**src/rtl/mem_port_arbiter.sv**
```systemverilog
// Shares one memory port between the fetch and data stages, with a fixed read latency LAT.
// Optional macro ARB_FAIR_EN: simultaneous requests alternate winners instead of the data stage always winning.
module mem_port_arbiter #(
   parameter int Bits = 64,
   parameter int LAT  = 2
) (
   input  logic            clk,
   input  logic            rst,
   input  logic            if_req,
   input  logic [31:0]     if_addr,
   output logic            if_gnt,
   output logic            if_rvalid,
   output logic [31:0]     if_rdata,
   input  logic            d_req,
   input  logic            d_we,
   input  logic [31:0]     d_addr,
   input  logic [Bits-1:0] d_wdata,
   output logic            d_gnt,
   output logic            d_rvalid,
   output logic [Bits-1:0] d_rdata,
   output logic            mem_en,
   output logic            mem_we,
   output logic [31:0]     mem_addr,
   output logic [Bits-1:0] mem_wdata,
   input  logic [Bits-1:0] mem_rdata,
   output logic            stall_if,
   output logic            stall_mem
);

   typedef enum logic {IDLE, BUSY} state_t;

   localparam logic [3:0] CntLoad = 4'(LAT - 1);

   state_t     state, state_next;
   logic [3:0] cnt, cnt_next;
   logic       owner, owner_next;
   logic       store_q, store_next;
   logic       grant_ok, pick_data;
   logic       capture, cap_owner, cap_store;
`ifdef ARB_FAIR_EN
   logic       last_grant, last_grant_next;
`endif

   always_comb begin
      state_next = state;
      cnt_next   = cnt;
      owner_next = owner;
      store_next = store_q;
`ifdef ARB_FAIR_EN
      last_grant_next = last_grant;
      pick_data = d_req & (~if_req | ~last_grant);
`else
      pick_data = d_req;
`endif
      // cnt==0 in BUSY marks the response cycle, when the port can be handed on
      grant_ok  = (state == IDLE) || (cnt == 4'd0);
      d_gnt     = grant_ok & pick_data;
      if_gnt    = grant_ok & if_req & ~pick_data;
      mem_en    = d_gnt | if_gnt;
      mem_we    = d_we & d_gnt;
      mem_addr  = d_gnt ? d_addr : (if_gnt ? if_addr : 32'd0);
      mem_wdata = d_gnt ? d_wdata : '0;

      if (mem_en) begin
         state_next = BUSY;
         cnt_next   = CntLoad;
         owner_next = d_gnt;
         store_next = mem_we;
`ifdef ARB_FAIR_EN
         last_grant_next = d_gnt;
`endif
      end else if (state == BUSY) begin
         if (cnt == 4'd0) state_next = IDLE;
         else             cnt_next   = cnt - 4'd1;
      end

      // With LAT=1 the data arrives in the grant cycle itself, before owner is registered
      if (LAT == 1) begin
         capture   = mem_en;
         cap_owner = d_gnt;
         cap_store = mem_we;
      end else begin
         capture   = (state == BUSY) && (cnt == 4'd1);
         cap_owner = owner;
         cap_store = store_q;
      end
   end

   assign stall_if  = if_req & ~if_gnt;
   assign stall_mem = d_req & ~d_gnt;

   always_ff @(posedge clk or negedge rst) begin
      if (!rst) begin
         state   <= IDLE;
         cnt     <= 4'd0;
         owner   <= 1'b0;
         store_q <= 1'b0;
`ifdef ARB_FAIR_EN
         last_grant <= 1'b0;
`endif
      end else begin
         state   <= state_next;
         cnt     <= cnt_next;
         owner   <= owner_next;
         store_q <= store_next;
`ifdef ARB_FAIR_EN
         last_grant <= last_grant_next;
`endif
      end
   end

   // Response capture: stores pulse d_rvalid but leave d_rdata untouched
   always_ff @(posedge clk or negedge rst) begin
      if (!rst) begin
         if_rvalid <= 1'b0;
         d_rvalid  <= 1'b0;
         if_rdata  <= 32'd0;
         d_rdata   <= '0;
      end else begin
         if_rvalid <= 1'b0;
         d_rvalid  <= 1'b0;
         if (capture) begin
            if (cap_owner) begin
               d_rvalid <= 1'b1;
               if (!cap_store) d_rdata <= mem_rdata;
            end else begin
               if_rvalid <= 1'b1;
               if_rdata  <= mem_rdata[31:0];
            end
         end
      end
   end

endmodule

```
**config.mk**
```make
export PLATFORM = sky130hd
export DESIGN_NAME = mem_port_arbiter
export DESIGN_NICKNAME = d
export VERILOG_FILES = /design/src/rtl/mem_port_arbiter.sv
export SDC_FILE = /design/constraint.sdc
export NUM_CORES = 1
export LEC_CHECK = 0
export CAP_MARGIN = 10
export CORE_AREA = 2 2 155 157
export CTS_CLUSTER_DIAMETER = 200
export DETAILED_ROUTE_END_ITERATION = 7
export DIE_AREA = 0 0 157 159
export GPL_ROUTABILITY_DRIVEN = 1
export MAX_ROUTING_LAYER = met4
export PLACE_DENSITY = 0.6
export SKIP_CTS_REPAIR_TIMING = 1
export SLEW_MARGIN = 20
export SYNTH_ARGS = -nofsm -noshare
export SYNTH_HDL_FRONTEND = slang
export SYNTH_SLANG_ARGS = --single-unit
```
**constraint.sdc**
```tcl
create_clock -name clk -period 2 [get_ports clk]
set_input_delay 0.4 -clock clk [delete_from_list [all_inputs] [get_ports clk]]
set_output_delay 0.4 -clock clk [all_outputs]
set_load 0.05 [all_outputs]
```
==> Word level (Yosys, flattened, before mapping) <==
Index checks and enable logic that the tools add are counted.
{ "classes": {"add_sub_neg": 1, "mul": 0, "div": 0, "n_lt_le_gt_ge": 0, "eq_ne": 2, "n_shift": 0, "n_mux": 13, "bitwise": 13, "reduce_logical": 7} }
{ "ops": {"columns": ["operator", "n"], "rows": [
  ["32-bit 2-to-1 mux", 2],
  ["64-bit 2-to-1 mux", 1],
  ["4-bit 2-to-1 mux", 3],
  ["1-bit 2-to-1 mux", 7],
  ["1-bit AND", 6],
  ["1-bit NOT", 6],
  ["4-bit by 1-bit == test with 1-bit output, second input constant", 1],
  ["4-bit zero test", 1],
  ["2-bit AND reduction", 2],
  ["4-bit by 1-bit subtractor with 4-bit output, second input constant", 1],
  ["3-bit AND reduction", 1],
  ["2-bit inequality test, second input constant", 1],
  ["2-bit nonzero test", 1],
  ["1-bit logical AND", 1],
  ["1-bit logical OR", 1],
  ["1-bit OR", 1]
]} }
{ "word_totals": {"regBits": 105, "latchBits": 0, "ramBits": 0, "romBits": 0, "inputBits": 197, "elab_cells": 44, "n_memories": 0} }

==> Longest topological paths before layout <==
Gate-level depths: netlist of the first run.
{ "depth": {"word_depth": 7, "depth_mapped": 7, "ltp_nobuf": 5} }

==> Least setup slack after synthesis of the first run <==
No wires, ideal clock.
{ "synth_path": {"path_kind": "reg2out", "from": "register cnt[0]", "to": "output mem_addr[27]", "arrival_ns": 2.184, "required_ns": 1.600, "slack_ns": -0.584, "path_stages_with_launch": 8, "n_path_buf": 2, "cell_sequence": "dfrtp_1 inv_1 ha_1 or3b_1 buf_6 a211oi_4 buf_6 a22o_1"} }
{ "synth_via": {"elab_chain_cells": 6} }
{ "synth_rtl": {"columns": ["element", "line", "rtl"], "rows": [
  ["start: declaration", "35", "logic [3:0] cnt, cnt_next;"],
  ["start signal: assignment", "103", "cnt <= cnt_next;"],
  ["4-bit zero test", "56", "grant_ok = (state == IDLE) || (cnt == 4'd0);"],
  ["1-bit logical OR", "56", null],
  ["1-bit AND (2 in a row)", "58", "if_gnt = grant_ok & if_req & ~pick_data;"],
  ["via if_gnt", "11", "output logic if_gnt,"],
  ["32-bit 2-to-1 mux (2 in a row)", "61", "mem_addr = d_gnt ? d_addr : (if_gnt ? if_addr : 32'd0);"],
  ["end: declaration", "23", "output logic [31:0] mem_addr,"]
]} }
The timed path passes the listed nets, and every way through them passes these cells.

==> Worst setup path in the final report of the first run <==
{ "layout_path": {"from": "register cnt[1]", "to": "output mem_addr[0]"} }
{ "layout_via": {"elab_chain_cells": 6} }
{ "layout_rtl": {"columns": ["element", "line"], "rows": [
  ["4-bit zero test (*)", "56"],
  ["1-bit logical OR (*)", "56"],
  ["1-bit AND (2 in a row)", "58"],
  ["32-bit 2-to-1 mux", "61"],
  ["32-bit 2-to-1 mux (*)", "61"]
]} }
Every way passes the cells marked *; elsewhere a longest branch is shown, timed or not.

==> reports/results.txt, run 1 <==
Traced cell by cell, the critical path runs through inv_2 > ha_4 > or3b_4 > a211oi_4 > buf_6 > buf_12 > a22o_2 > buf_12. For the H-tree level count, the log shows 3. The final net count is 995. The tool flagged a number of max-cap violations equal to 0. Number of clock sinks: 105. The worst setup path is launched from a flip-flop. Global routing used 18.4% of the available tracks across all layers. The tools report the via count of the first global-routing pass as 4812. The smallest clock period supported by the final layout is computed as 2720 ps. Worst path arrival time: 2320 ps. Synthesized area divided by synthesized cell count: 13.3 µm².

The pin count of the biggest net entering global routing is 45. The tools report the largest vdd supply drop as 0.704 mV. Setup repair after global routing could not meet its margin everywhere. After clock tree synthesis, the clock-pin slew on the worst setup and hold paths is 70 ps.

The design draws 17.6 mW. The synthesized area is 4850 µm². Compared with the post-synthesis result, the final layout area differs by 138%. The run gives -73430 ps as the post-route setup TNS. Measured along the x axis, the die boundary spans 157 µm. Synthesis produced a netlist with a net count of 564. The run gives -0.918 ps as the minimum hold slack. The first TritonRoute pass finished after 4 iterations. The routed wirelength normalized by instance count was 21.5 µm. The core area was 23200 µm²; the area enclosed by the die boundary was 25000 µm². The kind of capture point of the worst setup path was a primary output. Standard-cell row count: 56. Data on the critical path is required at its endpoint by 1600 ps. Synthesis produced a netlist whose cell count is 364. Of the cells placed in the final design, the portion with a size suffix greater than 1 is 48.4%. The maximum clock insertion buffer count came out at 2.

The top layer reached by signal wires is met4. The overflow left after global routing is 0, and the initial antenna violation count is 15. The sequential cell area fraction in the yosys report was 54.2%. The synthesized design spends more area on one cell type than any other, namely dfrtp_1. Synthesis inferred 105 register bits. For this block, wires on met1 add up to 8230 µm.

The routed layout has 4687 vias. The detail route stage leaves a number of antenna-violating nets equal to 0. The number of warnings printed during yosys synthesis is 0.

The global-route wire length before repair is 32000 µm. Using the TritonRoute via totals, the vias-per-cell ratio works out to 4.13. The number of enable-type register cells in the synthesized netlist is 0. After detailed routing, the total wire length is 24400 µm.

By count the netlist is led by dfrtp_1 (105), mux2_2 (96), and2_1 (68). The largest fanout of any net on the critical path was 15. Once placement completed, the tool counted placed cells totaling 1078. Worst stage delay on the critical path: 420 ps. The post-route non-filler standard cell count was 1135; the initial core utilization was 20.9%. TritonCTS built the clock tree. Together, buffers and inverters on the worst path number 4. The most used flip-flop cell after synthesis is dfrtp_1. The clock arrives with 4.89 ps of skew. Derived from the worst setup path, the maximum achievable clock frequency is 368 MHz.

The worst min-delay path category was in -> async. After synthesis, the cell types taking the most area are dfrtp_1 (54%), mux2_2 (22%), and2_1 (8.8%). The logs give -719 ps for the final worst setup slack and 19200 µm for the HPWL after detailed placement. The most used standard cell by instance count after synthesis is dfrtp_1.

For this run, design rule violations remaining after detail routing come to 0. The count of endpoints failing setup in the final report is 158. Counting the buffers created by CTS gives 9. The run gives 0 as the final-report max-slew violation count.

Of all flip-flops after synthesis, the portion carrying an async set or reset was 100%. The cell family with the largest share of critical-path delay was buffers and inverters. Library cell used as clock root buffer: clkbuf_16. The cell with the largest stage delay on the worst path was or3b_4. Headroom to the max-slew limit came out at 64.1%. The run gives 12700 µm as the total length of routed met2 wires.

The final count of hold timing violations was 3; the number of different library cells in the post-synthesis netlist was 29. The floorplan step set the die height to 159 µm. The count of boundary I/O pins was 397.

The flow ran to the end, but the final reports show violations. In the finished design, the share of the clock period the worst path needs comes to 136%. In this design, the critical path's most frequently occurring cell is buf_12.

In this run the biggest area consumer among cell types represents 54.2% of the synthesized area. The ratio of total power to cell area is 1520 nW/µm². The checks that failed: hold timing, setup timing.

Summed over all cells, the static leakage comes to 4.93 nW. The number of port buffers was 396. The tools report the later-pin clock latency in the skew report as 350 ps.

In the detailed route, the total length drawn on met3 is 2720 µm. The run gives 0.880 as the routability-driven placement congestion ratio. The critical path is of the reg -> out type. The pin slew with the least headroom to its limit came out at 537 ps. The DRC violation total after the first TritonRoute iteration was 213.
path summary, 6_finish.rpt:
check	depth (start not counted)	slack [ps]	from	end
min in group clk	1	500	cap_store	cap_store
hold reg to reg	1	500	cap_store	cap_store
max in group asynchronous	2	1250	rst	d_rdata[27]
setup reg to reg	10	-180	cnt[1]	d_rdata[25]
setup / recovery	8	-720	cnt[1]	mem_addr[0]
hold / removal	1	-0.9	rst	d_rdata[56]
where the power goes:
part           internal (mW)  switching [mW]
sequential              3.20           0.537
clock                  0.850           0.800
combinational           5.27            6.90
total                   9.32            8.24
worst reg2reg max path, cell delays in order, from the launching register on:
cell and delay, ps:
dfrtp_1 390, inv_2 90, buf_4 110, buf_4 100, ha_2 150, and4bb_2 260
nand3b_1 190, buf_12 210, buf_4 140, buf_8 140, mux2_4 290
state kept, by name, indices dropped and copies added (netlist names):
signal	cells
cnt	4
d_rvalid	1
if_rdata	32
if_rvalid	1
cap_owner	1
state	1
cap_store	1
d_rdata	64
cell usage in the layout (no fill, tap or decap), types with 2 or more instances in the layout:
| master | n |
|---|---|
| clkdlybuf4s50_1 | 278 |
| buf_12 | 111 |
| dfrtp_1 | 105 |
| mux2_2 | 82 |
| and2_4 | 66 |
| buf_4 | 35 |
| a22o_4 | 30 |
| clkbuf_16 | 17 |
| diode_2 | 16 |
| mux2_4 | 14 |
| buf_6 | 10 |
| nand2_1 | 5 |
| mux2i_1 | 4 |
| a21oi_1 | 3 |
| buf_8 | 3 |
| inv_2 | 2 |
| nor2_1 | 2 |
| clkinvlp_4 | 2 |
| inv_1 | 2 |
| a22o_2 | 2 |
| and2_1 | 2 |
| clkinv_4 | 2 |
| clkinv_2 | 2 |
layer usage:
metal / vias to the layer above / global-route usage, %
li1: 2170 / -
met1: 2229 / 17.5
met4: 0 / 6.09
met2: 255 / 32.4
met3: 33 / 8.95
met5: - / -
layout make-up:
cell class,count,area (µm²)
Multi-Input combinational cell,228,2550
Timing Repair Buffer,446,5650
Tap cell,319,399
Inverter,5,22.5
Fill cell,2058,11600
Clock buffer,10,229
Sequential cell,105,2630
Clock inverter,6,43.8
Antenna cell,16,40.0
cell families after synthesis:
family / count (synthesis) / synth area share, %
adders and majority gates: 3 / 0.774
buffers and inverters: 31 / 3.56
DFF: 105 / 54.2
AOI/OAI and AO/OA: 42 / 7.84
and+or+nand+nor: 83 / 10.5
muxes: 100 / 23.1
through the flow:
stage	setup slack (ps)	area (µm²)	util, %
2_1_floorplan	-363	5290	-
3_3_place_gp	-420	10700	46.2
3_5_place_dp	-431	10700	46.2
4_1_cts	-820	11000	47.3
5_1_grt	-778	11600	49.8
6_report	-719	11600	49.9
Power figures use the tool's default switching activity.
==> run 2: changes to the inputs <==
--- a/config.mk
+++ b/config.mk
@@ -5,6 +5,7 @@
 export SDC_FILE = /design/constraint.sdc
 export NUM_CORES = 1
 export LEC_CHECK = 0
+export ABC_CLOCK_PERIOD_IN_PS = 2000
 export CAP_MARGIN = 10
 export CORE_AREA = 2 2 155 157
 export CTS_CLUSTER_DIAMETER = 200
==> results of run 2 <==
Same layout as run 1: the final DEF is identical, and so are final timing and power.
